## config.mk

```make
export PLATFORM = sky130hd
export DESIGN_NAME = mpmc12_state_machine
export DESIGN_NICKNAME = d
export VERILOG_FILES = /design/src/rtl/mpmc12_state_machine.sv
export SDC_FILE = /design/constraint.sdc
export NUM_CORES = 1
export LEC_CHECK = 0
export ABC_AREA = 0
export CAP_MARGIN = 20
export CORE_MARGIN = 3
export CORE_UTILIZATION = 53
export CTS_CLUSTER_DIAMETER = 40
export CTS_CLUSTER_SIZE = 20
export DETAILED_ROUTE_END_ITERATION = 12
export GPL_TIMING_DRIVEN = 0
export HOLD_SLACK_MARGIN = 0.12
export PLACE_DENSITY = 0.86
export SETUP_SLACK_MARGIN = 0.4
export SLEW_MARGIN = 20
export SYNTH_ARGS = -nofsm -noshare
export SYNTH_HDL_FRONTEND = slang
export SYNTH_SLANG_ARGS = --single-unit
```

## constraint.sdc

```tcl
create_clock -name clk -period 3.75 [get_ports clk]
set_input_delay 0.5625 -clock clk [delete_from_list [all_inputs] [get_ports clk]]
set_output_delay 0.5625 -clock clk [all_outputs]
set_load 0.03 [all_outputs]
```

## src/rtl/mpmc12_state_machine.sv

```systemverilog
// Per-request sequencer for the mpmc12 memory controller: dispatches refresh, write,
// read and read-modify-write sequences to the DDR app interface with a hang timer.
module mpmc12_state_machine #(
  parameter int BURST_W    = 8,
  parameter int PRESET_CYC = 3,
  parameter int ALU_LAT    = 4,
  parameter int TO_CYCLES  = 1024,
  parameter bit REFRESH_EN = 1'b1
) (
  input  logic               clk,
  input  logic               rst,
  input  logic               calib_complete,
  input  logic               rst_busy,
  input  logic               ref_req,
  output logic               ref_ack,
  output logic               app_ref_req,
  input  logic               app_ref_ack,
  input  logic               req_v,
  input  logic               req_cyc,
  input  logic               req_we,
  input  logic               req_rmw,
  input  logic [BURST_W-1:0] burst_len,
  input  logic [BURST_W-1:0] req_burst_cnt,
  input  logic [BURST_W-1:0] resp_burst_cnt,
  input  logic               rdy,
  input  logic               wdf_rdy,
  input  logic               rmw_hit,
  output logic [3:0]         state,
  output logic               select_next,
  output logic               timeout
);

  typedef enum logic [3:0] {
    IDLE        = 4'd0,
    REFRESH     = 4'd1,
    PRESET      = 4'd2,
    WRITE_DATA0 = 4'd3,
    WRITE_DATA1 = 4'd4,
    READ_DATA0  = 4'd5,
    READ_DATA1  = 4'd6,
    READ_DATA2  = 4'd7,
    ALU         = 4'd8,
    ALU_PIPE    = 4'd9,
    WRITE_TRAMP = 4'd10,
    WAIT_NACK   = 4'd11
  } state_t;

  localparam int TO_W   = $clog2(TO_CYCLES);
  localparam int PH_MAX = (PRESET_CYC > ALU_LAT) ? PRESET_CYC : ALU_LAT;
  localparam int PH_W   = $clog2(PH_MAX + 1);
  localparam logic [TO_W-1:0] TO_LAST     = TO_W'(TO_CYCLES - 1);
  localparam logic [PH_W-1:0] PRESET_LAST = PH_W'(PRESET_CYC - 1);
  localparam logic [PH_W-1:0] ALU_LAST    = PH_W'(ALU_LAT - 1);

  state_t             state_reg, state_next;
  logic [TO_W-1:0]    to_cnt_reg, to_cnt_next;
  logic [PH_W-1:0]    ph_cnt_reg, ph_cnt_next;
  logic               timeout_reg, timeout_next;
  logic               ref_ack_reg, ref_ack_next;
  logic [BURST_W-1:0] rd_last;

  // Modular compare: an all-ones burst_len makes the final beat count wrap to 0.
  assign rd_last = burst_len + BURST_W'(1);

  always_comb begin
    state_next   = state_reg;
    ph_cnt_next  = '0;
    timeout_next = 1'b0;
    to_cnt_next  = '0;
    ref_ack_next = 1'b0;

    case (state_reg)
      IDLE: begin
        if (calib_complete && !rst_busy) begin
          if (REFRESH_EN && ref_req) state_next = REFRESH;
          else if (req_v)            state_next = PRESET;
        end
      end
      REFRESH:     if (app_ref_ack) state_next = IDLE;
      PRESET: begin
        if (ph_cnt_reg == PRESET_LAST) begin
          if (req_cyc && req_we) state_next = WRITE_DATA0;
          else if (req_cyc)      state_next = READ_DATA0;
          else                   state_next = IDLE;
        end else begin
          ph_cnt_next = ph_cnt_reg + PH_W'(1);
        end
      end
      WRITE_DATA0: state_next = WRITE_DATA1;
      WRITE_DATA1: if (wdf_rdy && rdy && req_burst_cnt == burst_len) state_next = IDLE;
      READ_DATA0:  if (rdy) state_next = (burst_len == '0) ? READ_DATA1 : READ_DATA2;
      READ_DATA1:  if (resp_burst_cnt == BURST_W'(1)) state_next = WAIT_NACK;
      READ_DATA2:  if (resp_burst_cnt == rd_last) state_next = req_rmw ? ALU : WAIT_NACK;
      ALU:         if (rmw_hit) state_next = ALU_PIPE;
      ALU_PIPE: begin
        if (ph_cnt_reg == ALU_LAST) state_next = WRITE_TRAMP;
        else                        ph_cnt_next = ph_cnt_reg + PH_W'(1);
      end
      WRITE_TRAMP: state_next = WRITE_DATA0;
      WAIT_NACK:   state_next = IDLE;
      default:     state_next = IDLE;
    endcase

    // Forced abort overrides whatever the sequence above decided.
    if (state_reg != IDLE && calib_complete && to_cnt_reg == TO_LAST) begin
      state_next   = IDLE;
      timeout_next = 1'b1;
      ph_cnt_next  = '0;
    end

    // Saturates so an abort fires as soon as calibration returns after a long stall.
    if (state_next != state_reg || state_reg == IDLE) to_cnt_next = '0;
    else if (to_cnt_reg != TO_LAST)                   to_cnt_next = to_cnt_reg + TO_W'(1);
    else                                              to_cnt_next = to_cnt_reg;

    ref_ack_next = REFRESH_EN && (state_next == REFRESH);
  end

  always_ff @(posedge clk) begin
    if (rst) begin
      state_reg   <= IDLE;
      to_cnt_reg  <= '0;
      ph_cnt_reg  <= '0;
      timeout_reg <= 1'b0;
      ref_ack_reg <= 1'b0;
    end else begin
      state_reg   <= state_next;
      to_cnt_reg  <= to_cnt_next;
      ph_cnt_reg  <= ph_cnt_next;
      timeout_reg <= timeout_next;
      ref_ack_reg <= ref_ack_next;
    end
  end

  assign state       = state_reg;
  assign select_next = (state_reg == IDLE);
  assign timeout     = timeout_reg;
  assign ref_ack     = ref_ack_reg;
  assign app_ref_req = ref_ack_reg;

endmodule

```

* Word-level counts from Yosys, hierarchy flattened
Index checks and enable logic that the tools add are counted.
Widths: inputs -> output; s select.
** Storage, ports and cells
- Register bits after elaboration :: 19
- Bits in latches :: 0
- RAM bits :: 0
- Bits in read-only memories :: 0
- Input port bits :: 37
- Output and inout port bits :: 8
- Memories :: 0
** Cells by class
- $add $sub $neg :: 3
- Multiply operators :: 0
- Divide/modulo/power cells :: 0
- Order comparisons :: 0
- Eq/ne operators :: 19
- Shifts and indexed selects :: 0
- Muxes and demuxes :: 21
- Bitwise logic cells :: 0
- Reductions and logical operators :: 13
** Operators with widths (number)
- $mux 4 :: 12
- $pmux 4 s11 :: 1
- $eq 4x3->1 const B :: 4
- $eq 8x8->1 :: 2
- $eq 4x4->1 const B :: 3
- $mux 3 :: 4
- $add 10x1->10 const B :: 1
- $eq 10x10->1 const B :: 1
- $ne 10x10->1 const B :: 1
- $add 8x1->8 const B :: 1
- $eq 4x1->1 const B :: 2
- $eq 4x2->1 const B :: 2
- $eq 8x1->1 const B :: 1
- $logic_not 8->1 :: 1
- $eq 3x2->1 const B :: 2
- $logic_and 1x1->1 :: 6
- $pmux 3 s2 :: 1
- $logic_not 4->1 :: 1
- $ne 4x4->1 :: 1
- $reduce_bool 4->1 :: 1
- $reduce_or 2->1 :: 2
- $add 3x1->3 const B :: 1
- $mux 1 :: 2
- $mux 2 :: 1
- other kinds (2) :: 2

* Longest topological paths before layout
Gate-level depths: netlist of run 1.
- Word-level depth :: 8
- Mapped depth :: 9

* Worst setup path after synthesis of run 1
OpenSTA, ideal clock, no wires.
- Kind :: register to register
- Start point :: reg state_reg[0] (netlist: state[0])
- End point :: reg to_cnt_reg[0]
- Arrival :: 2.222 ns
- Data required time :: 3.613 ns
- Path slack :: 1.391 ns
- Stages on the path, launching flop included :: 8
- Buffers on the path :: 0
- Period minus slack after synthesis :: 2.359 ns
- Cell sequence :: dfxtp_1 nor4_2 o211a_1 or3_4 and2_4 o31ai_4 o311ai_4 nor3_1
** Between the ends
- Elaborated cells between the ends (all ways) :: 30
- Those cells by class :: eq/ne (11); mux (13); reduce/logical (6)
** RTL lines
- start: declaration :: line 55 : state_t state_reg, state_next;
- start signal: assignment :: line 127 : state_reg <= state_next;
- $logic_not 4->1 (*)
- via select_next :: line 29 : output logic select_next,
- $pmux 4 s11 :: line 72 : case (state_reg)
- $mux 4 :: line 105 : if (state_reg != IDLE && calib_complete && to_cnt_reg == TO_LAST) begin
- $ne 4x4->1 :: line 112 : if (state_next != state_reg || state_reg == IDLE) to_cnt_next = '0;
- $logic_or 1x1->1 (*) :: line 112
- $reduce_or 2->1 (no line) (*)
- end signal: assignment :: line 128 : to_cnt_reg <= to_cnt_next;
- end: declaration :: line 56 : logic [TO_W-1:0] to_cnt_reg, to_cnt_next;
The timed path passes the listed nets; every way through them passes the cells marked *.
A chain may end at the register's enable or synchronous reset.

* Worst setup path after layout of run 1
- Start point :: in burst_len[0]
- End point :: reg to_cnt_reg[0]
** Between the ends
- Word-level cells in the longest chain between the ends :: 8
- Elaborated cells between the ends (all ways) :: 14
- Those cells by class :: add/sub (1); eq/ne (3); mux (6); reduce/logical (4)
** RTL lines
- start: declaration :: line 22 : input logic [BURST_W-1:0] burst_len,
- $add 8x1->8, or another cell as far along :: line 63 : assign rd_last = burst_len + BURST_W'(1);
- $eq 8x8->1, or another cell as far along :: line 93 : READ_DATA2: if (resp_burst_cnt == rd_last) state_next = req_rmw ? ALU : WAIT_NACK;
- $mux 4 (on tied branches) :: line 93, 90, 91
- $pmux 4 s11 (*) :: line 72
- $mux 4 (*) :: line 105
- $ne 4x4->1 (*) :: line 112
- $logic_or 1x1->1 (*) :: line 112
- $reduce_or 2->1 (no line) (*)
Mark *: on every way between the ends. The rest lies on a longest branch, timed or not.

==> flow_summary.yaml, run 1 <==
run_status:
  status: "finished, final reports clean"
worst_setup_path:
  endpoint_kind: "register"
  critPathSlowestCell: "clkdlybuf4s50_1"
  critPathLaunchType: "primary input"
  max_stage_delay_ns: 0.59
  r2r_slack_ns: 1.38
  worstPathCellList: "clkdlybuf4s50_1, inv_1, ha_1, xnor2_1, nand3_1, a211oi_1, a31oi_1, o311ai_4, nor3_1"
  crit_arrival_ns: 2.87
  crit_family: "compound AO/OA/AOI/OAI gates"
  cp.required_ns: 3.92
  critPathKind: "primary input to register"
  crit_fanout: 10
  cp_num_buf_inv: 2
route:
  postRouteAntennaNets: 0
  drt_iter0_markers: 81
  routed-wl-met2_mm: 1.91
  routed.top_layer: "met4"
  routedWlPerCell_microns: 13.4
  routed-wl-met3_microns: 205
  route.detailed.drc: 0
  vias_per_cell: 5.66
  drt_first_pass_iters: 5
  via_count: 1699
  routed_wl_mm: 4.02
  wl_met1_mm: 1.86
sta:
  report.final.setup_viol: 0
  relSlewSlack_pct: 52.0
  hold_viol_final: 0
  timing.fmax_mhz: 370
  worst_pin_slew_ns: 0.715
  post-route-min-period_ns: 2.70
  clock_skew_ns: 0.00240
  rsz0062_at_grt: "no"
  finalCritPeriodShare_pct: 72.1
  setup_tns_ns: 0
  slew_viol_final: 0
final_layout:
  multi_input_area_sq_um: 1220
  layout.area.seq_sq_um: 380
  finalNonFillerCells: 300
  largest_reg_flops: 10
  final_layout_size_suffix_gt1_share_pct: 10.5
  n_antenna_cell: 0
  fillers: 241
  layout.nets: 301
  area_growth_pct: 29.2
logic_synthesis:
  syn_area_sq_um: 1720
  ys_types: 56
  yosys_register_bits: 19
  synthTopCellsByCount: "19 x dfxtp_1, 19 x xnor2_1, 17 x nor3_1"
  synth_enable_flop_cells: 0
  syn-instance-count: 210
  ys.flop_type: "dfxtp_1"
  avgSynthCellArea_sq_um: 8.17
  synth_top_area_share_pct: 22.2
  yosysSeqAreaShare_pct: 22.2
  async_flop_share_pct: 0
  synthTopCellsByArea: "dfxtp_1 22%, xnor2_1 9.7%, ha_1 5.1%"
  synth_fp_nets: 254
  ys_warn_count: 0
  yosys.area.top_type: "dfxtp_1"
placed_design:
  gp_congestion: 0.901
  dp_cells: 296
  dpl.hpwl_mm: 3.32
  port_buffers: 42
global_route:
  grt_pass1_vias: 1584
  grt_first_pass_wirelength_mm: 7.01
  grt_max_degree: 11
  grtUsageTotal_pct: 21.3
  overflow: 0
  antenna_found_initial: 0
job:
  cap_violations: 0
clocking:
  root_buffer: "clkbuf_4"
  ctsResizeCount: 0
  h-tree-depth: 1
  cts_inserted_buffers: 3
  cts_tree: "built"
  holdBufCountCts: 0
  clk_latency_ns: 0.29
  clkTransAtPathRegs_ns: 0.10
  cts_max_path_buffers: 2
  post-cts-setup-buffers: 0
  cts.sinks: 19
power:
  pwr_density_cell_nw_per_um2: 237
  leakage_uw: 0.000804
  vdd_drop_max_v: 0.000124
worst_hold_path:
  hp-class: "register to register"
floorplan:
  row_count: 20
  die_x_microns: 62.9
  start_util_pct: 55.7
  die_y_microns: 62.9
  die_area_sq_um: 3960
  pin_count: 45
  coreArea_sq_um: 3080
final cells by class:
type                            instances  share of cell area [%]
Multi-Input combinational cell        172                    55.0
Timing Repair Buffer                   42                    19.0
Sequential cell                        19                    17.2
Buffer                                  8                    3.33
Tap cell                               44                    2.48
Inverter                               11                    1.86
Clock buffer                            4                    1.19
path summary, 6_finish.rpt:
path,startpoint,end,cells past startpoint
min,ph_cnt_reg[0]$_SDFF_PP0_,ph_cnt_reg[0]$_SDFF_PP0_,1
max,burst_len[0],to_cnt_reg[0]$_SDFFE_PP0P_,9
min reg2reg,ph_cnt_reg[0]$_SDFF_PP0_,ph_cnt_reg[0]$_SDFF_PP0_,1
max reg2reg,ph_cnt_reg[0]$_SDFF_PP0_,to_cnt_reg[5]$_SDFFE_PP0P_,8
stage by stage:
stage	worst slack, ns	hold slack [ns]	power (uW)	util, %	cell area (sq um)
floorplan	1.39	0.417	350	-	1720
global route	0.818	0.495	557	72.0	2220
global placement	0.738	0.432	426	71.2	2190
CTS	1.02	0.455	530	72.0	2220
detailed placement	0.705	0.438	430	71.2	2190
finish	1.05	0.452	526	72.0	2220
worst register-to-register path, delay by kind of cell (launching register included):
family / cells / cell delay, ns
compound gates: 2 / 0.49
fa+ha+maj: 2 / 0.42
flops: 1 / 0.34
simple gates: 4 / 0.99
layer usage:
metal	vias up	global-route usage, %
met4	0	5.51
met5	-	0
li1	862	-
met3	7	3.24
met1	766	28.0
met2	64	36.0
placed cells by master (no fill, tap or decap), types with 2 or more instances in the layout:
cell type / Yosys / routed
a211oi_1: 3 / 3
a21oi_1: 6 / 6
a21oi_2: 2 / 2
a31oi_1: 4 / 4
a41oi_1: 3 / 3
and3_1: 7 / 7
buf_6: 5 / 5
clkbuf_4: 0 / 3
clkdlybuf4s50_1: 0 / 42
dfxtp_1: 19 / 19
ha_1: 7 / 7
inv_1: 10 / 10
mux2i_1: 3 / 3
nand2_1: 11 / 11
nand3_1: 14 / 14
nand3_2: 2 / 2
nand3b_1: 4 / 4
nand4_1: 2 / 2
nor2_1: 16 / 16
nor3_1: 17 / 17
nor4_1: 2 / 2
o21a_1: 2 / 2
o21ai_0: 10 / 10
or3_1: 4 / 4
xnor2_1: 19 / 19
xor2_1: 6 / 6
cell families after synthesis:
kind of cell             share of synthesized area, %
multiplexers                                     1.75
AO/OA/AOI/OAI                                    19.5
XOR/XNOR                                         12.8
AND/OR/NAND/NOR                                  32.0
adder cells (fa/ha/maj)                          5.11
flip-flops                                       22.2
buffers and inverters                            6.71
where the power goes:
part	leakage [uW]	internal, uW	switching (uW)
Clock	0.0000150	41.5	59.2
Combinational	0.000635	107	105
Sequential	0.000154	207	5.52
(Power assumes the default switching activity.)
==> run 2, diff against run 1 <==
Settings changed: CORE_UTILIZATION 53 to 44, PLACE_DENSITY 0.86 to 0.76.
Clock period 3.75 ns to 2.2 ns, I/O delays scaled along.
==> run 2 against run 1 <==
Net effect:
- highest routed layer unchanged
- largest cell class unchanged
- power rose by 110%
- combinational power rose by 120%
- global-route usage fell by 0.30 points
- sequential power rose by 72%
- count of clock-buffer cells in the layout fell by 1
- first-iteration DRC count rose by 46%
- via count rose by 5.2%
==> flow_summary.yaml, run 2 (synthesized netlist as in run 1, its figures left out) <==
floorplan:
  pin_count: 45
  coreArea_sq_um: 3720
  die_area_sq_um: 4680
  row_count: 22
  die_x_microns: 68.4
  die_y_microns: 68.4
  start_util_pct: 46.2
final_layout:
  final_common_cell: "clkdlybuf4s50_1"
  most-common-layout-cells: "24 x clkdlybuf4s50_1, 16 x xnor2_1, 15 x nor2_1"
  fillers: 287
  multi_input_area_sq_um: 1510
  n_antenna_cell: 0
  largest_reg_flops: 10
  stdcell_area_sq_um: 2670
  area_growth_pct: 55.7
  layout.area.seq_sq_um: 402
  post-route-util_pct: 71.9
  final_layout_size_suffix_gt1_share_pct: 34.0
  layout.nets: 313
worst_setup_path:
  cp.required_ns: 2.40
  reg2reg_from: "ph_cnt_reg[0]$_SDFF_PP0_"
  critPathKind: "register to register"
  crit_fanout: 4
  cp_num_buf_inv: 1
  critPathSlowestCell: "dfxtp_2"
  rr_worst_depth: 10
  critPathLaunch: "ph_cnt_reg[0]$_SDFF_PP0_"
  timing.rr.end: "to_cnt_reg[7]$_SDFFE_PP0P_"
  worstPathCellList: "ha_4, ha_4, nand3b_1, a21oi_2, or3_4, and2_4, o31ai_4, o311ai_4, buf_6, a211oi_2"
  r2r_slack_ns: 0.09
  crit_top_cell: "ha_4"
  critPathLaunchType: "register"
  crit_family: "compound AO/OA/AOI/OAI gates"
  max_stage_delay_ns: 0.34
  endpoint_kind: "register"
  crit_arrival_ns: 2.30
worst_hold_path:
  hold_depth: 1
  whs_endpoint: "ph_cnt_reg[0]$_SDFF_PP0_"
  hold_start: "ph_cnt_reg[0]$_SDFF_PP0_"
  hp-class: "register to register"
route:
  routedWlPerCell_microns: 15.1
  vias_per_cell: 5.66
  routed_wl_mm: 4.77
  via_count: 1787
  route.detailed.drc: 0
  drt_iter0_markers: 118
  drt_first_pass_iters: 5
  postRouteAntennaNets: 0
global_route:
  grt_pass1_vias: 1661
  grtUsageTotal_pct: 21.0
  antenna_found_initial: 0
  grt_max_degree: 13
  grt_first_pass_wirelength_mm: 7.48
  overflow: 0
clocking:
  clk_latency_ns: 0.27
  cts_max_path_buffers: 2
  cts.sinks: 19
  root_buffer: "clkbuf_8"
  clkTransAtPathRegs_ns: 0.08
  cts_inserted_buffers: 3
  holdBufCountCts: 0
  cts_tree: "built"
  h-tree-depth: 1
power:
  power.internal_uw: 713
  leakage_uw: 0.000982
  p_comb_share_pct: 42.4
  pwr_density_cell_nw_per_um2: 411
  switchingPower_uw: 384
  pwr-share-clk_pct: 24.2
  power.share.sequential_pct: 33.5
  vdd_drop_max_v: 0.000241
  switching_share_pct: 35.0
sta:
  relSlewSlack_pct: 63.3
  finalCritPeriodShare_pct: 95.8
  clock_skew_ns: 0.00345
  post-route-min-period_ns: 2.11
  hold_viol_final: 0
  worst_pin_slew_ns: 0.545
  report.final.setup_viol: 0
  slew_viol_final: 0
  timing.fmax_mhz: 475
  rsz0062_at_grt: "yes"
placed_design:
  gp_congestion: 0.853
  placed_area_sq_um: 2330
  port_buffers: 42
  dpl.hpwl_mm: 3.38
run_status:
  status: "finished, final reports clean"
job:
  cap_violations: 0
## run 2: worst max-delay path by stage
stage / to / slack [ns] / cells past startpoint
4_1_cts: to_cnt_reg[7]$_SDFFE_PP0P_ / 0.08 / 10
6_report: to_cnt_reg[7]$_SDFFE_PP0P_ / 0.09 / 10
3_3_place_gp: to_cnt_reg[7]$_SDFFE_PP0P_ / -0.68 / 9
3_5_place_dp: to_cnt_reg[0]$_SDFFE_PP0P_ / -0.66 / 9
2_1_floorplan: to_cnt_reg[7]$_SDFFE_PP0P_ / 0.21 / 9
5_1_grt: to_cnt_reg[7]$_SDFFE_PP0P_ / 0.01 / 9
## run 2: repair_timing
item | 4_1_cts | 5_1_grt
pin swaps | 18 | 12
endpoints found under the setup margin | 16 | 17
gates resized for setup | 51 | 25
setup buffers | 8 | 4
## run 2: cell type report
class / instances / share of cell area [%]
sequential: 19 / 15.0
tap: 48 / 2.25
buffer: 8 / 3.33
clock inverter: 1 / 0.281
clock buffer: 3 / 1.55
multi-input combinational: 172 / 56.3
timing repair buffer: 54 / 19.5
inverter: 11 / 1.73
## run 2: layer usage
metal	vias up	share of wire (%)	track usage (%)
met2	71	51	37.5
met4	0	1.7	8.44
met3	8	6.0	3.28
met5	-	0	0
li1	885	-	-
met1	823	41	24.5
## run 2: power by group through the flow
stage | registers, uW | clock network (uW) | logic, uW
6_report | 367 | 265 | 465
5_1_grt | 368 | 272 | 499
4_1_cts | 367 | 268 | 436
3_5_place_dp | 373 | 0 | 382
3_3_place_gp | 372 | 0 | 379
2_1_floorplan | 382 | 0 | 235
## run 2: worst register-to-register path, cell delays in order, from the launching register on
cell,delay (ns)
dfxtp_2,0.34
ha_4,0.16
ha_4,0.15
nand3b_1,0.09
a21oi_2,0.06
or3_4,0.34
and2_4,0.17
o31ai_4,0.24
o311ai_4,0.15
buf_6,0.16
a211oi_2,0.17
## run 2: metrics by stage
step                      power [uW]  hold slack, ns  instances  setup slack [ns]  TNS (ns)
after floorplan                  617           0.406        210             0.208         0
after global placement           751           0.427        300            -0.678     -8.42
after detailed placement         755           0.437        300            -0.659     -8.12
after CTS                       1070           0.455        312            0.0809         0
after global routing            1140           0.461        316            0.0122         0
final                           1100           0.442        316            0.0932         0
==> run 3, diff against run 2 <==
Settings changed: SLEW_MARGIN 20 to 5.
==> results of run 3 <==
No change in the layout: final DEF, timing and power equal those of run 2.
